--- src/rtl/pipe_ctrl.sv ---
// Hazard and flush scheduler for the in-order pipeline: redirects, bus freezes,
// post-redirect flush window and RAW stalls against an in-flight rd scoreboard.
module pipe_ctrl #(
  parameter int SB_DEPTH    = 2,
  parameter int FLUSH_EXTRA = 1,
  parameter int CNT_W       = 32
) (
  input  logic             clk,
  input  logic             rst,
  input  logic             jump_en,
  input  logic [31:0]      jump_addr,
  input  logic             ext_hold,
  input  logic [4:0]       id_rs1_addr,
  input  logic [4:0]       id_rs2_addr,
  input  logic [4:0]       id_rd_addr,
  input  logic             id_rd_wen,
  output logic             jump_en_o,
  output logic [31:0]      jump_addr_o,
  output logic             hold_pc,
  output logic             hold_if_id,
  output logic             hold_id_ex,
  output logic             flush_if_id,
  output logic             flush_id_ex,
  output logic [CNT_W-1:0] stall_cnt,
  output logic [CNT_W-1:0] flush_cnt
);

  localparam int FC_W = (FLUSH_EXTRA > 1) ? $clog2(FLUSH_EXTRA + 1) : 1;

  typedef enum logic {ST_RUN, ST_FLUSH} state_t;

  state_t           r_state;
  logic [FC_W-1:0]  r_flushLeft;
  logic             r_sbValid [SB_DEPTH];
  logic [4:0]       r_sbRd    [SB_DEPTH];
  logic [CNT_W-1:0] r_stallCnt;
  logic [CNT_W-1:0] r_flushCnt;

  logic w_raw;
  logic w_stall;
  logic w_redirFlush;

  // A source matches any valid in-flight rd, including the entry retiring this cycle.
  always_comb begin
    w_raw = 1'b0;
    for (int i = 0; i < SB_DEPTH; i++) begin
      if (r_sbValid[i] &&
          ((id_rs1_addr != 5'd0 && id_rs1_addr == r_sbRd[i]) ||
           (id_rs2_addr != 5'd0 && id_rs2_addr == r_sbRd[i])))
        w_raw = 1'b1;
    end
  end

  always_comb begin
    jump_en_o    = 1'b0;
    jump_addr_o  = 32'd0;
    hold_pc      = 1'b0;
    hold_if_id   = 1'b0;
    hold_id_ex   = 1'b0;
    flush_if_id  = 1'b0;
    flush_id_ex  = 1'b0;
    w_stall      = 1'b0;
    w_redirFlush = 1'b0;
    if (ext_hold) begin
      hold_pc    = 1'b1;
      hold_if_id = 1'b1;
      hold_id_ex = 1'b1;
    end else if (jump_en) begin
      jump_en_o    = 1'b1;
      jump_addr_o  = jump_addr;
      flush_if_id  = 1'b1;
      flush_id_ex  = 1'b1;
      w_redirFlush = 1'b1;
    end else if (r_state == ST_FLUSH) begin
      flush_if_id  = 1'b1;
      flush_id_ex  = 1'b1;
      w_redirFlush = 1'b1;
    end else if (w_raw) begin
      hold_pc     = 1'b1;
      hold_if_id  = 1'b1;
      flush_id_ex = 1'b1;
      w_stall     = 1'b1;
    end
  end

  // Everything registered is frozen while the bus holds the pipeline.
  always_ff @(posedge clk or posedge rst) begin
    if (rst) begin
      r_state     <= ST_RUN;
      r_flushLeft <= '0;
      r_stallCnt  <= '0;
      r_flushCnt  <= '0;
      for (int i = 0; i < SB_DEPTH; i++) begin
        r_sbValid[i] <= 1'b0;
        r_sbRd[i]    <= 5'd0;
      end
    end else if (!ext_hold) begin
      if (jump_en) begin
        if (FLUSH_EXTRA > 0) begin
          r_state     <= ST_FLUSH;
          r_flushLeft <= FC_W'(FLUSH_EXTRA);
        end else begin
          r_state <= ST_RUN;
        end
      end else if (r_state == ST_FLUSH) begin
        r_flushLeft <= r_flushLeft - FC_W'(1);
        if (r_flushLeft <= FC_W'(1))
          r_state <= ST_RUN;
      end
      if (w_stall)
        r_stallCnt <= r_stallCnt + CNT_W'(1);
      if (w_redirFlush)
        r_flushCnt <= r_flushCnt + CNT_W'(1);
      for (int i = SB_DEPTH - 1; i > 0; i--) begin
        r_sbValid[i] <= r_sbValid[i-1];
        r_sbRd[i]    <= r_sbRd[i-1];
      end
      r_sbValid[0] <= id_rd_wen && (id_rd_addr != 5'd0) && !flush_id_ex;
      r_sbRd[0]    <= id_rd_addr;
    end
  end

  assign stall_cnt = r_stallCnt;
  assign flush_cnt = r_flushCnt;

endmodule
--- config.mk ---
export PLATFORM = sky130hd
export DESIGN_NAME = pipe_ctrl
export DESIGN_NICKNAME = d
export VERILOG_FILES = /design/src/rtl/pipe_ctrl.sv
export SDC_FILE = /design/constraint.sdc
export NUM_CORES = 1
export LEC_CHECK = 0
export ABC_AREA = 1
export CORE_MARGIN = 8
export CORE_UTILIZATION = 40
export CTS_BUF_LIST = sky130_fd_sc_hd__clkbuf_8 sky130_fd_sc_hd__clkbuf_16
export DETAILED_ROUTE_END_ITERATION = 10
export PLACE_DENSITY_LB_ADDON = 0.2
export SLEW_MARGIN = 30
export SYNTH_ARGS = -nofsm -noshare
export SYNTH_HDL_FRONTEND = slang
export SYNTH_SLANG_ARGS = --single-unit
--- constraint.sdc ---
create_clock -name clk -period 2.3 [get_ports clk]
set_clock_uncertainty 0.2 [all_clocks]
set_input_delay 0.23 -clock clk [delete_from_list [all_inputs] [get_ports clk]]
set_output_delay 0.23 -clock clk [all_outputs]
set_load 0.01 [all_outputs]
* Word level (Yosys, flattened, before mapping)
Cells that the tools add are included.
W data, S select, Z words.
** Storage, ports and cells
- Bits in registers :: 78
- Bits of input ports :: 52
- Output and inout bits :: 102
- Logic and storage cells :: 58
** Operators by class
- $add $sub $neg :: 3
- Order comparisons :: 1
- Equal/unequal tests :: 4
- Muxes and demuxes :: 23
- Bitwise logic cells :: 1
- Reductions and logical operators :: 18
** Operator list (number)
- $add A32 B1 Y32 const B :: 2
- $mux W32 :: 2
- $mux W1 :: 21
- $eq A5 B5 Y1 :: 4
- $reduce_bool A5 Y1 :: 3
- $logic_and A1 B1 Y1 :: 8
- $reduce_and A2 Y1 :: 3
- $logic_or A1 B1 Y1 :: 2
- $reduce_bool A2 Y1 :: 1
- $le A1 B1 Y1 const B :: 1
- $logic_not A1 Y1 :: 1
- $not A1 Y1 :: 1
- $sub A1 B1 Y1 const B :: 1

* Longest topological paths before layout
Gate-level depths: netlist (run 1).
- Depth after elaboration :: 12
- Gate-level depth with buffers :: 13
- Mapped depth without buffers :: 12

* Least setup slack after synthesis (run 1)
OpenSTA, ideal clock, no wires.
- Path kind :: reg-to-reg
- Start point :: register r_flushCnt[1] (netlist: flush_cnt[1])
- End point :: register r_flushCnt[30] (netlist: flush_cnt[30])
- Setup time :: 0.117 ns
- Data arrival time :: 1.576 ns
- Data required time :: 1.983 ns
- Setup slack :: 0.407 ns
- Cell stages (with the launch flop) :: 11
- Path buffers :: 0
- Clock period less this slack :: 1.893 ns
- Cell sequence :: dfrtp_1 -> ha_1 -> nand3_1 -> nor3_4 -> nand2_2 -> nor2_4 -> nand2_2 -> nor2_4 -> nand2_1 -> nand2_1 -> nand2_1
** Between the ends
- Longest elaborated chain between the ends :: 1
** Ends and longest elaborated chain
- start, declared :: RTL line 37 : logic [CNT_W-1:0] r_flushCnt;
- start signal, assigned :: RTL line 113 : r_flushCnt <= r_flushCnt + CNT_W'(1);
- $add A32 B1 Y32 :: RTL line 113
No other way between the ends.
A chain may end at the register's enable or synchronous reset.

* Worst setup path in the final report (run 1)
- Start point :: input jump_en
- End point :: output jump_addr_o[26]
** Between the ends
- Longest elaborated chain between the ends :: 2
** Ends and longest elaborated chain
- start, declared :: RTL line 10 : input logic jump_en,
- $mux W32 :: RTL line 68 : end else if (jump_en) begin
- $mux W32 :: RTL line 64 : if (ext_hold) begin
- end, declared :: RTL line 18 : output logic [31:0] jump_addr_o,
No other way between the ends.

==> results.md, run 1 <==
* TritonCTS clock tree: yes
* Clock Tree Buf Depth at 2
* CTS Sinks at 77
* Setup TNS at 0 ns
* Worst min-delay path class: in -> async
* Fmax at around 450 MHz
* Non-filler cells, final at between 1000 and 1500
* Fillcell total at about 1100
* Vias in the first global route at ~5100
* Placed cells at 983
* Drt first pass iters at 4
* Inserted Clock Buffers at 9
* Die width at around 130 um
* Min Hold Slack at about 0.15 ns
* Crit path buffers/inverters at 4
* Top Ports at approximately 150
* Nets at between 900 and 1000
* WL per Instance at roughly 15 um
* Most frequent cells in the layout: nand2_1, clkdlybuf4s50_1, nor2_1, dfrtp_1, inv_1
* Reg-to-reg slack, setup at 0.19 ns
* RSZ-0062 raised after global routing: no
* Final hold vios at 0
* Register area share after synthesis at about two fifths
* Fin crit period at ~2.2 ns
* Post-Syn Nets at approximately 750
* WL met1 at between 6 and 7 mm
* Slowest stage delay, CP at between 0.5 and 0.6 ns
* Critical path arrival at ~1.8 ns
* H-tree depth at 3
* Latest clock arrival within the worst-skew pair at between 0.3 and 0.4 ns
* DR vias at 4966
* CORE AREA at 0.0120 mm2
* Syn avg cell area at 7.08 um2
* Max Cap Viol at 0
* Worst-path clk slew at about 0.06 ns
* Final worst-path cycle share at 96.1%
* Die H at about 130 um
* Slew margin rel. at 65.0%
* GRT overflow at 0
* I/O Buffers at around 150
* First-pass GRT wire length at between 20 and 30 mm
* Peak fanout along the critical path at 25
* Synth Area in Adders at less than 1%
* CP max stage cell: clkdlybuf4s50_1
* Largest family of logic cells by synthesized area: simple AND/OR/NAND/NOR gates
* Area Growth Syn to Fin at 43.3%
* Status: finished, final reports clean
* Num rows at 40
* DIE AREA at between 0.015 and 0.02 mm2
* Netlist Area Pre-Place at 0.00491 mm2
* Final-report setup violation count at 0
* Post-synth cell types at 31
* Post-synthesis xor/xnor area fraction at 11.8%
* Via density per instance at roughly 5
* WL final at roughly 15 mm
* Top routing layer in use: met4
* Met2 routed WL at 7.54 mm
* GRT Util Overall at between 10% and 20%
* Post-synthesis mux area share at 0%
* Worst Setup End Kind: output pin
* ANT nets after route at 0
* Worst path top cell family by delay: buffers and inverters
* Routability-driven placement congestion ratio at between 0.9 and 1
* Routed met3 length at 885 um
* Type of origin of the critical path: input port
* Initial drt markers at 383
* # diodes at 0
* Yosys Warn Count at 0
* Critical path cell sequence: clkdlybuf4s50_1, buf_12, buf_12, nand2_1, nor2_1, clkdlybuf4s50_1
* Initial core utilization at 40.9%
* DRC at 0
* Initial antenna violation count at 0
* Detailed Place HPWL at roughly 11 mm
* CP Data Required Time at around 1.9 ns
* Root buffer cell: clkbuf_16
* PwrDens at ~560 mW/mm2
* Worst-Margin Slew at approximately 0.52 ns
* Kind of critical path: in -> out
* Layout cells sized above 1 at under 10%
* Flops & latches, synth at 77
* Maximum number of pins on one net before global-route repair at between 70 and 80
* Final Max Slew Viols at 0
* Commonest non-fill, non-tap cell in the layout: nand2_1
* Compound-cell area share of the yosys netlist at 1.43%
* Cells after Synth at 694
* LEAKAGE at 0.00331 uW
* Worst vdd ir at about 400 uV
* Synth Area in Simple Gates at between 40% and 50%
what timing repair did:
action | in CTS | in global routing
hold buffers | 0 | 0
pin swaps | 1 | 0
setup buffers | 2 | 0
resized for setup | 4 | 11
endpoints found under the setup margin | 4 | 5
area by class of cell:
type	instances	area, um2	area share, %
Multi-Input combinational cell	542	2680	38.0
Clock inverter	5	106	1.51
Clock buffer	11	253	3.59
Timing Repair Buffer	169	1700	24.1
Inverter	50	196	2.79
Sequential cell	77	1930	27.4
Tap cell	147	184	2.61
cells in the mapped netlist:
| master | count | area, um2 |
|---|---|---|
| o21ai_4 | 1 | 16.3 |
| nor2_2 | 1 | 6.26 |
| clkbuf_1 | 12 | 45.0 |
| nand3b_1 | 6 | 45.0 |
| buf_2 | 7 | 35.0 |
| nor4_1 | 2 | 12.5 |
| nor3_4 | 2 | 32.5 |
| buf_6 | 1 | 11.3 |
| inv_1 | 49 | 184 |
| nor3_2 | 1 | 10.0 |
| nand3b_4 | 1 | 20.0 |
| nand2_1 | 266 | 998 |
| nor2_4 | 3 | 33.8 |
| clkinv_4 | 1 | 8.76 |
| or2_2 | 1 | 6.26 |
| buf_1 | 3 | 11.3 |
| xnor2_1 | 32 | 280 |
| nor3_1 | 9 | 45.0 |
| nor2_1 | 101 | 379 |
| o311ai_0 | 1 | 8.76 |
| or2_0 | 1 | 6.26 |
| o21ai_0 | 9 | 45.0 |
| nand3_1 | 22 | 110 |
| nand4_1 | 41 | 257 |
| nand3_2 | 1 | 10.0 |
| nor3b_1 | 1 | 7.51 |
| buf_4 | 2 | 15.0 |
| xor2_1 | 34 | 298 |
| nand2_2 | 4 | 25.0 |
| ha_1 | 2 | 25.0 |
| dfrtp_1 | 77 | 1930 |
worst min-delay path, delay by kind of cell:
family,cells,cell delay [ns]
buf+inv,3,0.86
layer usage:
layer	vias up	global-route usage (%)
met1	2326	22.3
met5	-	0
li1	2489	-
met2	124	32.8
met3	27	5.61
met4	0	6.44
flip-flops by register name, indices dropped and copies added, names as in the netlist:
signal	cells
r_sbValid	2
r_sbRd	10
stall_cnt	32
r_state	1
flush_cnt	32
power by group:
part	switching (uW)	leakage, uW	internal, uW
sequential	118	0.00103	1440
clock	565	0.000172	1120
combinational	360	0.00211	372
total	1040	0.00331	2940
through the flow:
stage          power, uW  setup WS, ns  util [%]  instance area, um2
3_3_place_gp        2290        -0.140      55.6                6670
3_5_place_dp        2310        -0.223      55.6                6670
4_1_cts             4030        0.0424      58.7                7050
5_1_grt             4160       0.00333      58.6                7040
6_report            3980        0.0894      58.6                7040
2_1_floorplan       1900         0.407         -                4920
path summary, 6_finish.rpt:
| check | start | end | cells past startpoint |
|---|---|---|---|
| setup reg to reg | stall_cnt[1]$_DFFE_PP0P_ | stall_cnt[30]$_DFFE_PP0P_ | 9 |
| hold reg to reg | flush_cnt[31]$_DFFE_PP0P_ | flush_cnt[31]$_DFFE_PP0P_ | 1 |
| setup / recovery | jump_en | jump_addr_o[26] | 6 |
| hold / removal | rst | flush_cnt[16]$_DFFE_PP0P_ | 3 |
| min in group clk | id_rd_addr[3] | r_sbRd[8]$_DFFE_PP0N_ | 3 |
| max in group asynchronous | rst | r_sbRd[9]$_DFFE_PP0N_ | 3 |
kinds of logic after synthesis:
kind of cell	after synthesis
AND/OR/NAND/NOR	463
flip-flops	77
buffers and inverters	75
XOR/XNOR	66
AO/OA/AOI/OAI	11
adder cells (fa/ha/maj)	2
(Power assumes the default switching activity.)
==> inputs of run 2 (changes only) <==
PLACE_DENSITY_LB_ADDON = 0.08   (was 0.2)
==> run 2 against run 1 <==
Against the previous run:
- setup slack improved by 0.014 ns
- highest routed layer unchanged
- non-clock buffer count did not move
- critical endpoint is now jump_addr_o[25]
- largest cell class unchanged
- count of clock-buffer cells in the layout is 1 lower
- cell area down 0.85%
==> results.md, run 2 (same netlist as run 1, synthesis figures left out) <==
* Worst-path clk slew at 0.06 ns (about the same)
* Peak fanout along the critical path at 33 (+32%)
* Fillcell total at 1121 (+0.18%)
* Worst vdd ir at 425 uV (+5.3%)
* DR vias at 4928 (-0.77%)
* First-pass GRT wire length at 24.5 mm (-3.4%)
* Via density per instance at 4.92 (-0.77%)
* I/O Buffers at 153 (unchanged)
* Root buffer cell: clkbuf_16
* Detailed Place HPWL at 11.3 mm (-1.0%)
* Clk network pwr share at 40.3% (-2.1 points)
* WL final at 14.8 mm (-1.6%)
* Layout cells sized above 1 at 6.67% (+0.23 points)
* Int Pwr at 2780 uW (-5.2%)
* Nets at 903 (unchanged)
* Vias in the first global route at 4824 (-5.5%)
* CORE AREA at 0.0120 mm2 (unchanged)
* Final-report setup violation count at 0 (unchanged)
* Worst Setup End Kind: output pin
* Slew margin rel. at 65.9% (+0.97 points)
* CTS Sinks at 77 (unchanged)
* Die H at 127 um (unchanged)
* Worst min-delay path class: in -> reg
* PwrDens at 546 mW/mm2 (-3.3%)
* Area Growth Syn to Fin at 42.1%
* Final Max Slew Viols at 0 (unchanged)
* H-tree depth at 3 (unchanged)
* Inserted Clock Buffers at 9 (unchanged)
* Worst-Margin Slew at 0.507 ns (-0.0145 ns)
* Fin crit period at 2.20 ns (-0.0136 ns)
* Non-filler cells, final at 1001 (unchanged)
* GRT Util Overall at 18.5% (-0.65 points)
* Initial core utilization at 40.9% (unchanged)
* DIE AREA at 0.0161 mm2 (unchanged)
* ANT nets after route at 0 (unchanged)
* RSZ-0062 raised after global routing: no
* Final worst-path cycle share at 95.5% (-0.59 points)
* Type of origin of the critical path: input port
* WL per Instance at 14.8 um (-1.6%)
* Die width at 127 um (unchanged)
* Maximum number of pins on one net before global-route repair at 78 (unchanged)
* Gate power share at 18.9% (+0.5 points)
* Initial drt markers at 337 (-12%)
* Kind of critical path: in -> out
* Max Cap Viol at 0 (unchanged)
* Status: finished, final reports clean
* CP Data Required Time at 1.87 ns (about the same)
* Routability-driven placement congestion ratio at 0.882 (-2.3%)
* FF/Latch Area at 0.00193 mm2 (unchanged)
* Latest clock arrival within the worst-skew pair at 0.34 ns (about the same)
* TritonCTS clock tree: yes
* Placed cells at 985 (+0.20%)
* Most frequent cells in the layout: nand2_1, clkdlybuf4s50_1, nor2_1, dfrtp_1, inv_1
* Min Hold Slack at 0.115 ns (-0.0337 ns)
* Initial antenna violation count at 0 (unchanged)
* Clock Tree Buf Depth at 2 (unchanged)
* LEAKAGE at 0.00324 uW (-2.1%)
* Psw at 1030 uW (-1.2%)
* Hold_buf cts at 0 (unchanged)
* # diodes at 0 (unchanged)
* Fmax at 455 MHz (+0.62%)
* Final hold vios at 0 (unchanged)
* Area occupied by multi-input gates at 0.00268 mm2 (about the same)
* Num rows at 40 (unchanged)
* Commonest non-fill, non-tap cell in the layout: nand2_1
* Sw frac at 27.0% (+0.80 points)
* Drt first pass iters at 5 (+1)
* DRC at 0 (unchanged)
* Seq pwr share at 40.8% (+1.6 points)
* Top Ports at 154 (unchanged)
* GRT overflow at 0 (unchanged)
* Critical path arrival at 1.77 ns (about the same)
run 2: cell count changes in the layout (fill, tap and decap cells not counted), moves of 2 or more:
cell             before  now
clkinv_2              0    2
dlymetal6s2s_1        4    1
clkdlybuf4s50_1     146  149
buf_12                4    2
run 2: area by class of cell:
| class | instances | share of cell area (%) |
|---|---|---|
| multi-input cells | 542 | 38.4 |
| flip-flops and latches | 77 | 27.6 |
| repair buffers | 169 | 23.9 |
| clock buffers | 10 | 3.42 |
| inverters | 50 | 2.81 |
| well taps | 147 | 2.63 |
| clock inverters | 6 | 1.24 |
run 2: final timing paths:
| check | slack (ns) | depth (start not counted) | from | endpoint |
|---|---|---|---|---|
| max in group asynchronous | 1.41 | 3 | rst | stall_cnt[7]$_DFFE_PP0P_ |
| setup reg to reg | 0.18 | 14 | r_sbRd[8]$_DFFE_PP0N_ | stall_cnt[6]$_DFFE_PP0P_ |
| hold reg to reg | 0.27 | 1 | flush_cnt[31]$_DFFE_PP0P_ | flush_cnt[31]$_DFFE_PP0P_ |
| setup / recovery | 0.10 | 4 | ext_hold | jump_addr_o[25] |
| hold / removal | 0.12 | 3 | jump_en | r_state$_DFFE_PP0N_ |
| min in group asynchronous | 0.14 | 3 | rst | flush_cnt[6]$_DFFE_PP0P_ |
run 2: layer usage:
metal | part of all wire [%] | wire length [um] | vias to the layer above | track usage (%)
met4 | 1.1 | 165 | 0 | 4.76
li1 | - | - | 2495 | -
met1 | 44 | 6480 | 2278 | 22.9
met3 | 6.8 | 1010 | 15 | 6.16
met5 | 0 | 0 | - | 0
met2 | 48 | 7120 | 140 | 30.1
run 2: stage by stage:
stage,setup TNS [ns],worst slack (ns),cell area [um2],power [uW],util [%]
finish,0,0.103,6980,3810,58.1
global placement,-3.43,-0.140,6660,2300,55.5
detailed placement,-5.36,-0.191,6660,2300,55.5
floorplan,0,0.407,4920,1900,-
CTS,-0.0232,-0.0117,6990,3860,58.2
global route,0,0.00833,6980,4010,58.1
run 2: worst max-delay path, cell delays in order:
cell             delay (ns)
clkdlybuf4s50_1        0.58
buf_4                  0.35
nor2_1                 0.09
clkdlybuf4s50_1        0.51
run 2: power groups by stage:
stage          combinational (uW)  clock (uW)  sequential, uW
3_3_place_gp                  721           0            1580
4_1_cts                       733        1570            1550
3_5_place_dp                  730           0            1570
5_1_grt                       795        1640            1570
6_report                      721        1540            1550
2_1_floorplan                 312           0            1580
run 2: timing repair:
action	4_1_cts	5_1_grt
pin swaps	0	0
endpoints found under the setup margin	3	61
setup buffers	0	0
gates resized for setup	4	11
